<file path="config.mk">
export PLATFORM = sky130hd
export DESIGN_NAME = mem_access_stage
export DESIGN_NICKNAME = d
export VERILOG_FILES = /design/src/rtl/mem_access_stage_pkg.sv /design/src/rtl/mem_align.sv /design/src/rtl/mem_access_stage.sv
export SDC_FILE = /design/constraint.sdc
export NUM_CORES = 1
export LEC_CHECK = 0
export CAP_MARGIN = 20
export CORE_ASPECT_RATIO = 1.1
export CORE_MARGIN = 2
export CORE_UTILIZATION = 35
export CTS_CLUSTER_SIZE = 30
export DETAILED_ROUTE_END_ITERATION = 12
export GPL_TIMING_DRIVEN = 0
export MAX_ROUTING_LAYER = met4
export SKIP_LAST_GASP = 1
export SLEW_MARGIN = 20
export SYNTH_ARGS = -nofsm -noshare
export SYNTH_HDL_FRONTEND = slang
export SYNTH_SLANG_ARGS = --single-unit
</file>
<file path="constraint.sdc">
create_clock -name clk -period 5.88 [get_ports clk]
set_input_delay 0.882 -clock clk [delete_from_list [all_inputs] [get_ports clk]]
set_output_delay 0.882 -clock clk [all_outputs]
set_load 0.01 [all_outputs]
</file>
<file path="src/rtl/mem_access_stage_pkg.sv">
// Shared encodings for the memory access stage: access-size codes, writeback
// select codes, FSM states and the effective-size helper.
package mem_access_stage_pkg;

    localparam logic [1:0] SZ_BYTE   = 2'd0;
    localparam logic [1:0] SZ_HALF   = 2'd1;
    localparam logic [1:0] SZ_WORD   = 2'd2;
    localparam logic [1:0] SZ_DOUBLE = 2'd3;

    // funct3 bit that selects zero-extension for loads
    localparam int SIGN_BIT = 2;

    localparam logic [1:0] WB_ALU = 2'd0;
    localparam logic [1:0] WB_MEM = 2'd1;
    localparam logic [1:0] WB_PC  = 2'd2;

    typedef enum logic [1:0] {
        IDLE,
        REQ,
        WAIT,
        DONE
    } state_t;

    // A double access on a 32-bit datapath behaves as a word access.
    function automatic logic [1:0] eff_size(input logic [2:0] funct3, input int xlen);
        if (xlen == 32 && funct3[1:0] == SZ_DOUBLE) return SZ_WORD;
        return funct3[1:0];
    endfunction

endpackage

</file>
<file path="src/rtl/mem_align.sv">
// Combinational lane logic: store data/strobe placement, load extract with
// sign/zero extension, and misaligned-access detection.
module mem_align
    import mem_access_stage_pkg::*;
#(
    parameter  int XLEN   = 32,
    localparam int STRB_W = XLEN / 8,
    localparam int OFF_W  = $clog2(STRB_W)
) (
    input  logic [OFF_W-1:0]  off,
    input  logic [2:0]        funct3,
    input  logic [XLEN-1:0]   rs2,
    input  logic [XLEN-1:0]   rdata,
    output logic [XLEN-1:0]   wdata,
    output logic [STRB_W-1:0] strb,
    output logic [XLEN-1:0]   load_data,
    output logic              misaligned
);

    logic [1:0]      size;
    logic [6:0]      nbits;
    logic [XLEN-1:0] raw;
    logic [XLEN-1:0] keep;
    logic [XLEN-1:0] top_bit;
    logic            sign;

    // NOTE: every output of this block is assigned before any conditional
    // logic, so no path can leave a value unassigned and infer a latch.
    always_comb begin
        size       = eff_size(funct3, XLEN);
        nbits      = 7'd8 << size;
        wdata      = rs2 << {off, 3'b000};
        strb       = ~({STRB_W{1'b1}} << nbits[6:3]) << off;
        raw        = rdata >> {off, 3'b000};
        // A shift by the full width yields zero, so full-width loads keep all bits.
        keep       = ~({XLEN{1'b1}} << nbits);
        top_bit    = keep ^ (keep >> 1);
        sign       = !funct3[SIGN_BIT] && |(raw & top_bit);
        load_data  = (raw & keep) | ({XLEN{sign}} & ~keep);
        misaligned = 1'b0;
        case (size)
            SZ_HALF:   misaligned = off[0];
            SZ_WORD:   misaligned = |off[1:0];
            SZ_DOUBLE: misaligned = |off;
            default:   misaligned = 1'b0;
        endcase
    end

endmodule

</file>
<file path="src/rtl/mem_access_stage.sv">
// Pipeline memory stage between EX/MEM and MEM/WB: issues a valid/ready data
// memory request, waits for a variable-latency response and stalls upstream.
module mem_access_stage
    import mem_access_stage_pkg::*;
#(
    parameter  int XLEN   = 32,
    parameter  int ADDR_W = 32,
    localparam int STRB_W = XLEN / 8
) (
    input  logic              clk,
    input  logic              rst_n,
    input  logic              in_valid,
    input  logic [XLEN-1:0]   in_alu_out,
    input  logic [4:0]        in_rd_addr,
    input  logic              in_reg_write,
    input  logic [1:0]        in_wb_mux,
    input  logic [2:0]        in_funct3,
    input  logic              in_mem_read,
    input  logic              in_mem_write,
    input  logic [XLEN-1:0]   in_rs2,
    input  logic [XLEN-1:0]   in_pc,
    output logic              stall,
    output logic              mem_req_valid,
    input  logic              mem_req_ready,
    output logic              mem_req_we,
    output logic [ADDR_W-1:0] mem_req_addr,
    output logic [XLEN-1:0]   mem_req_wdata,
    output logic [STRB_W-1:0] mem_req_strb,
    input  logic              mem_rsp_valid,
    input  logic [XLEN-1:0]   mem_rsp_rdata,
    output logic              wb_valid,
    output logic              wb_reg_write,
    output logic [XLEN-1:0]   wb_alu_out,
    output logic [XLEN-1:0]   wb_load_data,
    output logic [XLEN-1:0]   wb_pc,
    output logic [4:0]        wb_rd_addr,
    output logic [1:0]        wb_wb_mux,
    output logic              wb_misaligned
);

    localparam int OFF_W = $clog2(STRB_W);

    state_t            state, next_state;
    logic [OFF_W-1:0]  off_q, align_off;
    logic [2:0]        funct3_q, align_funct3;
    logic [XLEN-1:0]   align_wdata, align_load;
    logic [STRB_W-1:0] align_strb;
    logic              align_mis;
    logic              is_mem, misaligned, start_mem;
    logic [XLEN-1:0]   alu_q, pc_q, load_q;
    logic [4:0]        rd_q;
    logic              reg_write_q;
    logic [1:0]        wb_mux_q;

    assign is_mem     = in_valid && (in_mem_read || in_mem_write);
    assign misaligned = is_mem && align_mis;
    assign start_mem  = is_mem && !align_mis;

    // In IDLE the aligner sees the incoming op; afterwards the held one.
    assign align_off    = (state == IDLE) ? in_alu_out[OFF_W-1:0] : off_q;
    assign align_funct3 = (state == IDLE) ? in_funct3 : funct3_q;

    mem_align #(.XLEN(XLEN)) u_align (
        .off        (align_off),
        .funct3     (align_funct3),
        .rs2        (in_rs2),
        .rdata      (mem_rsp_rdata),
        .wdata      (align_wdata),
        .strb       (align_strb),
        .load_data  (align_load),
        .misaligned (align_mis)
    );

    // NOTE: reset is synchronous: rst_n is only looked at on the clock edge.
    always_ff @(posedge clk) begin
        if (!rst_n) state <= IDLE;
        else        state <= next_state;
    end

    always_comb begin
        next_state    = state;
        stall         = 1'b0;
        mem_req_valid = 1'b0;
        case (state)
            IDLE: begin
                if (start_mem) begin
                    stall      = 1'b1;
                    next_state = REQ;
                end
            end
            REQ: begin
                stall         = 1'b1;
                mem_req_valid = 1'b1;
                if (mem_req_ready) next_state = mem_req_we ? DONE : WAIT;
            end
            WAIT: begin
                stall = 1'b1;
                if (mem_rsp_valid) next_state = DONE;
            end
            DONE:    next_state = IDLE;
            default: next_state = IDLE;
        endcase
    end

    // Request fields and the held op are captured once and stay stable until DONE.
    always_ff @(posedge clk) begin
        if (!rst_n) begin
            mem_req_we    <= 1'b0;
            mem_req_addr  <= '0;
            mem_req_wdata <= '0;
            mem_req_strb  <= '0;
            off_q         <= '0;
            funct3_q      <= '0;
            alu_q         <= '0;
            pc_q          <= '0;
            rd_q          <= '0;
            reg_write_q   <= 1'b0;
            wb_mux_q      <= '0;
            load_q        <= '0;
        end else if (state == IDLE && start_mem) begin
            mem_req_we    <= in_mem_write;
            mem_req_addr  <= {in_alu_out[ADDR_W-1:OFF_W], {OFF_W{1'b0}}};
            mem_req_wdata <= align_wdata;
            mem_req_strb  <= align_strb;
            off_q         <= in_alu_out[OFF_W-1:0];
            funct3_q      <= in_funct3;
            alu_q         <= in_alu_out;
            pc_q          <= in_pc;
            rd_q          <= in_rd_addr;
            reg_write_q   <= in_reg_write;
            wb_mux_q      <= in_wb_mux;
            load_q        <= '0;
        end else if (state == WAIT && mem_rsp_valid) begin
            load_q <= align_load;
        end
    end

    always_ff @(posedge clk) begin
        if (!rst_n) begin
            wb_valid      <= 1'b0;
            wb_reg_write  <= 1'b0;
            wb_misaligned <= 1'b0;
            wb_alu_out    <= '0;
            wb_load_data  <= '0;
            wb_pc         <= '0;
            wb_rd_addr    <= '0;
            wb_wb_mux     <= '0;
        end else begin
            wb_valid      <= 1'b0;
            wb_reg_write  <= 1'b0;
            wb_misaligned <= 1'b0;
            case (state)
                IDLE: begin
                    if (!start_mem) begin
                        wb_valid      <= in_valid;
                        wb_reg_write  <= in_valid && in_reg_write && !misaligned;
                        wb_misaligned <= misaligned;
                        wb_alu_out    <= in_alu_out;
                        wb_load_data  <= '0;
                        wb_pc         <= in_pc;
                        wb_rd_addr    <= in_rd_addr;
                        wb_wb_mux     <= in_wb_mux;
                    end
                end
                DONE: begin
                    wb_valid     <= 1'b1;
                    wb_reg_write <= reg_write_q;
                    wb_alu_out   <= alu_q;
                    wb_load_data <= load_q;
                    wb_pc        <= pc_q;
                    wb_rd_addr   <= rd_q;
                    wb_wb_mux    <= wb_mux_q;
                end
                default: ;
            endcase
        end
    end

endmodule

</file>
Word-level counts from Yosys, hierarchy flattened. Cells that the tools add are included.

Bits in registers: 284. Output and inout bits: 177. Bits of input ports: 146.

Bitwise gates (word level): 10. Eq/ne operators: 11. Shift operators: 6. Muxes and demuxes: 28. Reductions and logical operators: 22.

Operators by type and width (count): $pmux W32 S2 (3); $and A32 B32 Y32 (3); $mux W32 (3); $not A32 Y32 (2); $or A32 B32 Y32 (1); $reduce_or A32 Y1 (1); $shl A32 B5 Y32 (1); $shl A32 B7 Y32 const A (1); $shr A32 B5 Y32 (1); $xor A32 B31 Y32 (1); $mux W2 (7); $eq A2 B2 Y1 const B (5); $pmux W5 S2 (1); $logic_and A1 B1 Y1 (8); $ne A2 B2 Y1 const B (4); $pmux W1 S2 (4); $pmux W2 S4 (1); $reduce_or A2 Y1 (4); $shl A4 B2 Y7 const A (1); $mux W1 (6); $mux W5 (1); $eq A2 B1 Y1 const B (2); $not A4 Y4 (1); $pmux W2 S2 (1); other kinds (11) (14).

Longest topological paths before layout. Gate-level depths: netlist of run 1.

Depth in word-level cells: 14. Gate-level depth with buffers: 11.

Cells and area by module. From an unflattened synthesis of run 1, not the netlist that was laid out.

Cells, all modules: 1366. Area, all modules: 11318.4 sq um.

Modules (own cells, without submodules): mem_access_stage (instances 1, area an instance 10102.2 sq um, cells an instance 1167); mem_align (instances 1, area an instance 1216.2 sq um, cells an instance 199).

Worst setup path after synthesis of run 1. Ideal clock, no wire load.

Path kind: input to output. Start: in in_alu_out[1]. End: out stall. Setup slack: 2765 ps. Path buffers: 2. Cell stages on the path: 6. Arrival: 2233 ps. Data required time: 4998 ps. Cell sequence: mux2_4 -> a2111oi_4 -> nor3_1 -> clkbuf_1 -> buf_2 -> nor2_1.

Cells in the longest elaborated chain, start to end: 7.

RTL lines: start: declaration (RTL line mem_access_stage.sv:13) `input logic [XLEN-1:0] in_alu_out,`; $mux W2 (RTL line mem_access_stage.sv:60) `assign align_off = (state == IDLE) ? in_alu_out[OFF_W-1:0] : off_q;`; $reduce_or A2 Y1 (RTL line mem_align.sv:43, mem_align.sv:44); $pmux W1 S2 (RTL line mem_align.sv:41) `case (size)`; $logic_not A1 Y1 (RTL line mem_access_stage.sv:57) `assign start_mem = is_mem && !align_mis;`; $logic_and A1 B1 Y1 (RTL line mem_access_stage.sv:57); $mux W1 (RTL line mem_access_stage.sv:86) `if (start_mem) begin`; $pmux W1 S2 (RTL line mem_access_stage.sv:84) `case (state)`; end: declaration (RTL line mem_access_stage.sv:22) `output logic stall,`.

Every way passes these cells.

Worst setup path in the final report of run 1.
Start: in in_alu_out[0]. End: out stall.

Cells in the longest elaborated chain, start to end: 7.

RTL lines (RTL line): $mux W2 * (mem_access_stage.sv:60); $reduce_or A2 Y1 (mem_align.sv:43, mem_align.sv:44); $pmux W1 S2 * (mem_align.sv:41); $logic_not A1 Y1 * (mem_access_stage.sv:57); $logic_and A1 B1 Y1 * (mem_access_stage.sv:57); $mux W1 * (mem_access_stage.sv:86); $pmux W1 S2 * (mem_access_stage.sv:84).

Mark *: on every way between the ends. The rest lies on a longest branch, timed or not.

==> results of run 1 <==
area by class of cell:
cell class | count | area (um2)
multi-input combinational | 913 | 5120
fill | 2965 | 14900
buffer | 136 | 711
inverter | 6 | 22.5
clock inverter | 8 | 115
sequential | 252 | 5040
antenna | 5 | 12.5
tap | 414 | 518
timing repair buffer | 320 | 3200
clock buffer | 42 | 855
sequential cells by signal, summed over array words and instances (netlist names), 3 cells and up:
signal,cells
wb_alu_out,32
rd_q,5
funct3_q,3
pc_q,32
load_q,32
mem_req_strb,4
mem_req_wdata,32
wb_rd_addr,5
alu_q,31
wb_pc,32
wb_load_data,32
power by group through the flow:
stage,sequential (mW),combinational (mW),clock [mW]
finish,2.31,3.29,1.84
global route,2.36,3.61,1.95
detailed placement,2.35,3.31,0
CTS,2.32,3.32,1.87
global placement,2.34,3.27,0
floorplan,2.43,1.79,0
worst max-delay path: stages:
cell and delay, ns:
clkdlybuf4s50_1 0.70, mux2_4 0.26, a2111oi_4 0.07, nor3_1 0.59, clkbuf_1 0.55, buf_2 0.35, nor2_1 0.06, clkdlybuf4s50_1 0.53
synthesized netlist by cell type (9+ instances only):
cell	number	area share [%]
a211oi_1	80	5.5
a21oi_1	157	7.2
buf_2	28	1.3
buf_4	38	2.6
clkbuf_1	62	2.1
dfxtp_1	252	46
mux2i_1	97	8.9
nand2_1	289	10
nand3_1	64	2.9
nor2_1	106	3.7
nor3_1	17	0.78
o21ai_0	20	0.92
o221ai_1	9	0.72
kinds of logic after synthesis:
| family | Yosys count | share of synthesized area [%] |
|---|---|---|
| AND/OR/NAND/NOR | 493 | 18.3 |
| multiplexers | 103 | 9.74 |
| other | 1 | 0.0345 |
| flip-flops | 252 | 46.4 |
| buffers and inverters | 142 | 6.74 |
| AO/OA/AOI/OAI | 310 | 18.2 |
| adder cells (fa/ha/maj) | 5 | 0.575 |
worst paths after layout:
kind | endpoint | slack, ns | depth (start not counted)
max | stall | 0.99 | 8
min | wb_load_data[28] | 0.45 | 2
max reg2reg | wb_load_data[15] | 2.51 | 9
min reg2reg | wb_load_data[28] | 0.45 | 2
per-stage QoR:
stage	instances	setup slack (ns)	cell area (um2)	util [%]	total power, mW
6_report	2096	0.991	15600	51.1	7.45
3_3_place_gp	2041	0.889	14600	47.9	5.61
3_5_place_dp	2041	0.903	14600	47.9	5.66
5_1_grt	2096	0.789	15600	51.1	7.92
2_1_floorplan	1307	2.77	10900	-	4.22
4_1_cts	2091	0.884	15600	51.1	7.51
per-layer routing:
| metal | GRT usage [%] | vias to the layer above | routed length [um] |
|---|---|---|---|
| li1 | - | 5202 | - |
| met1 | 30.6 | 4896 | 17000 |
| met2 | 40.6 | 332 | 18700 |
| met3 | 3.64 | 54 | 2330 |
| met4 | 5.17 | 0 | 734 |
| met5 | - | - | 0 |
layout by cell type (no fill, tap or decap), types with 7 or more instances in the layout:
master,Yosys,final
or2_2,8,8
a21oi_1,157,157
buf_2,28,28
buf_4,38,38
mux2i_1,97,97
dfxtp_1,252,252
a22o_1,8,8
nand2_1,289,289
o21ai_0,20,20
a211oi_1,80,80
clkbuf_8,0,8
nand3_1,64,64
clkbuf_1,62,67
clkdlybuf4s50_1,0,320
a31oi_1,7,7
nor2_1,106,106
a2bb2oi_1,7,7
clkbuf_16,0,29
o221ai_1,9,9
nor3_1,17,15
==> results.md, run 1 <==
* Sequential power share at 31.1%
* Final Hold Violating Endpoints at 0
* Worst hold path type: flop to flop
* Initial antenna violation count at 4
* Crit path from: in_alu_out[0]
* Fmax at 205 MHz
* Die Y-Extent at 189 um
* Slew HR at 36.6%
* Final Max Slew Viols at 0
* Worst-Margin Slew at 0.951 ns
* Layout cells sized above 1 at 8.11%
* Synthesized cell area at 0.0109 mm2
* Switching Power at 2.86 mW
* Final ANT Viol Nets at 0
* LEAKAGE at 5.65 nW
* Critical-path maximum fanout at 10
* H-tree depth at 1
* DR iter-0 viols at 607
* Starting Density at 35.7%
* Post-synth top flop: dfxtp_1
* Syn avg cell area at 8.33 um2
* Pint at 4.59 mW
* Gpl congestion at 0.903
* Combinational cell fraction of total power at 44.2%
* Root Buffer: clkbuf_16
* Register area share after synthesis at 46.4%
* R2r startpoint: state[1]
* Synthesis Warnings at 0
* Clock buffer count from CTS at 28
* Core area at 0.0305 mm2
* Power per Cell Area at 477 mW/mm2
* Vias at 10500
* Clk buf depth at 3
* Setup repair bufs after CTS at 0
* Tmin final at 4.89 ns
* CTS Sinks at 252
* Cell count after synthesis at 1306
* WHS at 0.453 ns
* Die width at 172 um
* Final period util at 83.1%
* First-pass DRT Iterations at 4
* Yosys cell types at 47
* Clock Latency Late Sink at 0.54 ns
* Crit path required time at 5.00 ns
* Sw frac at 38.3%
* Number of enable flip-flop cells after synthesis at 0
* Hold_sp: wb_load_data[28]
* Final setup TNS at 0 ns
* Largest net degree at the start of global routing at 14
* Routed WL per cell at 18.5 um
* Die area at 0.0325 mm2
* Area growth, synth to finish at 43.3%
* Critical path class: primary input to output port
* CTS tree: built
* Async SR Flop Fraction at 0%
* Startpoint Class: primary input
* Total grt overflow at 0
* Number of synthesized register bits at 252
* CP endpoint kind: output port
* Post-DR vias/cell at 5.00
* First-pass GRT wire length at 59.3 mm
* Clock-pin slew on the worst setup and hold paths at 0.06 ns
* DRC viols at 0
* HPWL Detailed at 29.3 mm
* Fin nets at 1808
* RSZ-0062 raised after global routing: false
* # resized after CTS at 0
* # rows at 67
* Worst Path Arrival at 4.01 ns
* Max_cap viols at 0
* Number of global-route vias before repair at 10400
* Boundary pin count at 323
* IO Port Bufs at 320
* Cts hold-fix bufs at 0
* Tot GR Track Use at 24.1%
* Worst Skew at 0.0189 ns
* IR drop worst, VDD at 0.000219 V
* Clk pwr share at 24.7%
* Outcome: finished clean
* Setup violators final at 0
* Routed Wire Length at 38.8 mm
(Power assumes the default switching activity.)
==> run 2, diff against run 1 <==
Clock period 5.88 ns to 4.9 ns, I/O delays scaled along.
==> results of run 2 <==
The final DEF is identical to that of run 1. Status: finished clean.
Main changes from that run: setup slack after placement 0.903 ns -> 0.217 ns; setup slack after layout 0.991 ns -> 0.301 ns; start point of the critical path in_alu_out[0] -> state[1]; register-to-register setup slack 2.51 ns -> 1.53 ns; total power 7.45 mW -> 8.94 mW; worst IR drop on VDD 0.000219 V -> 0.000263 V
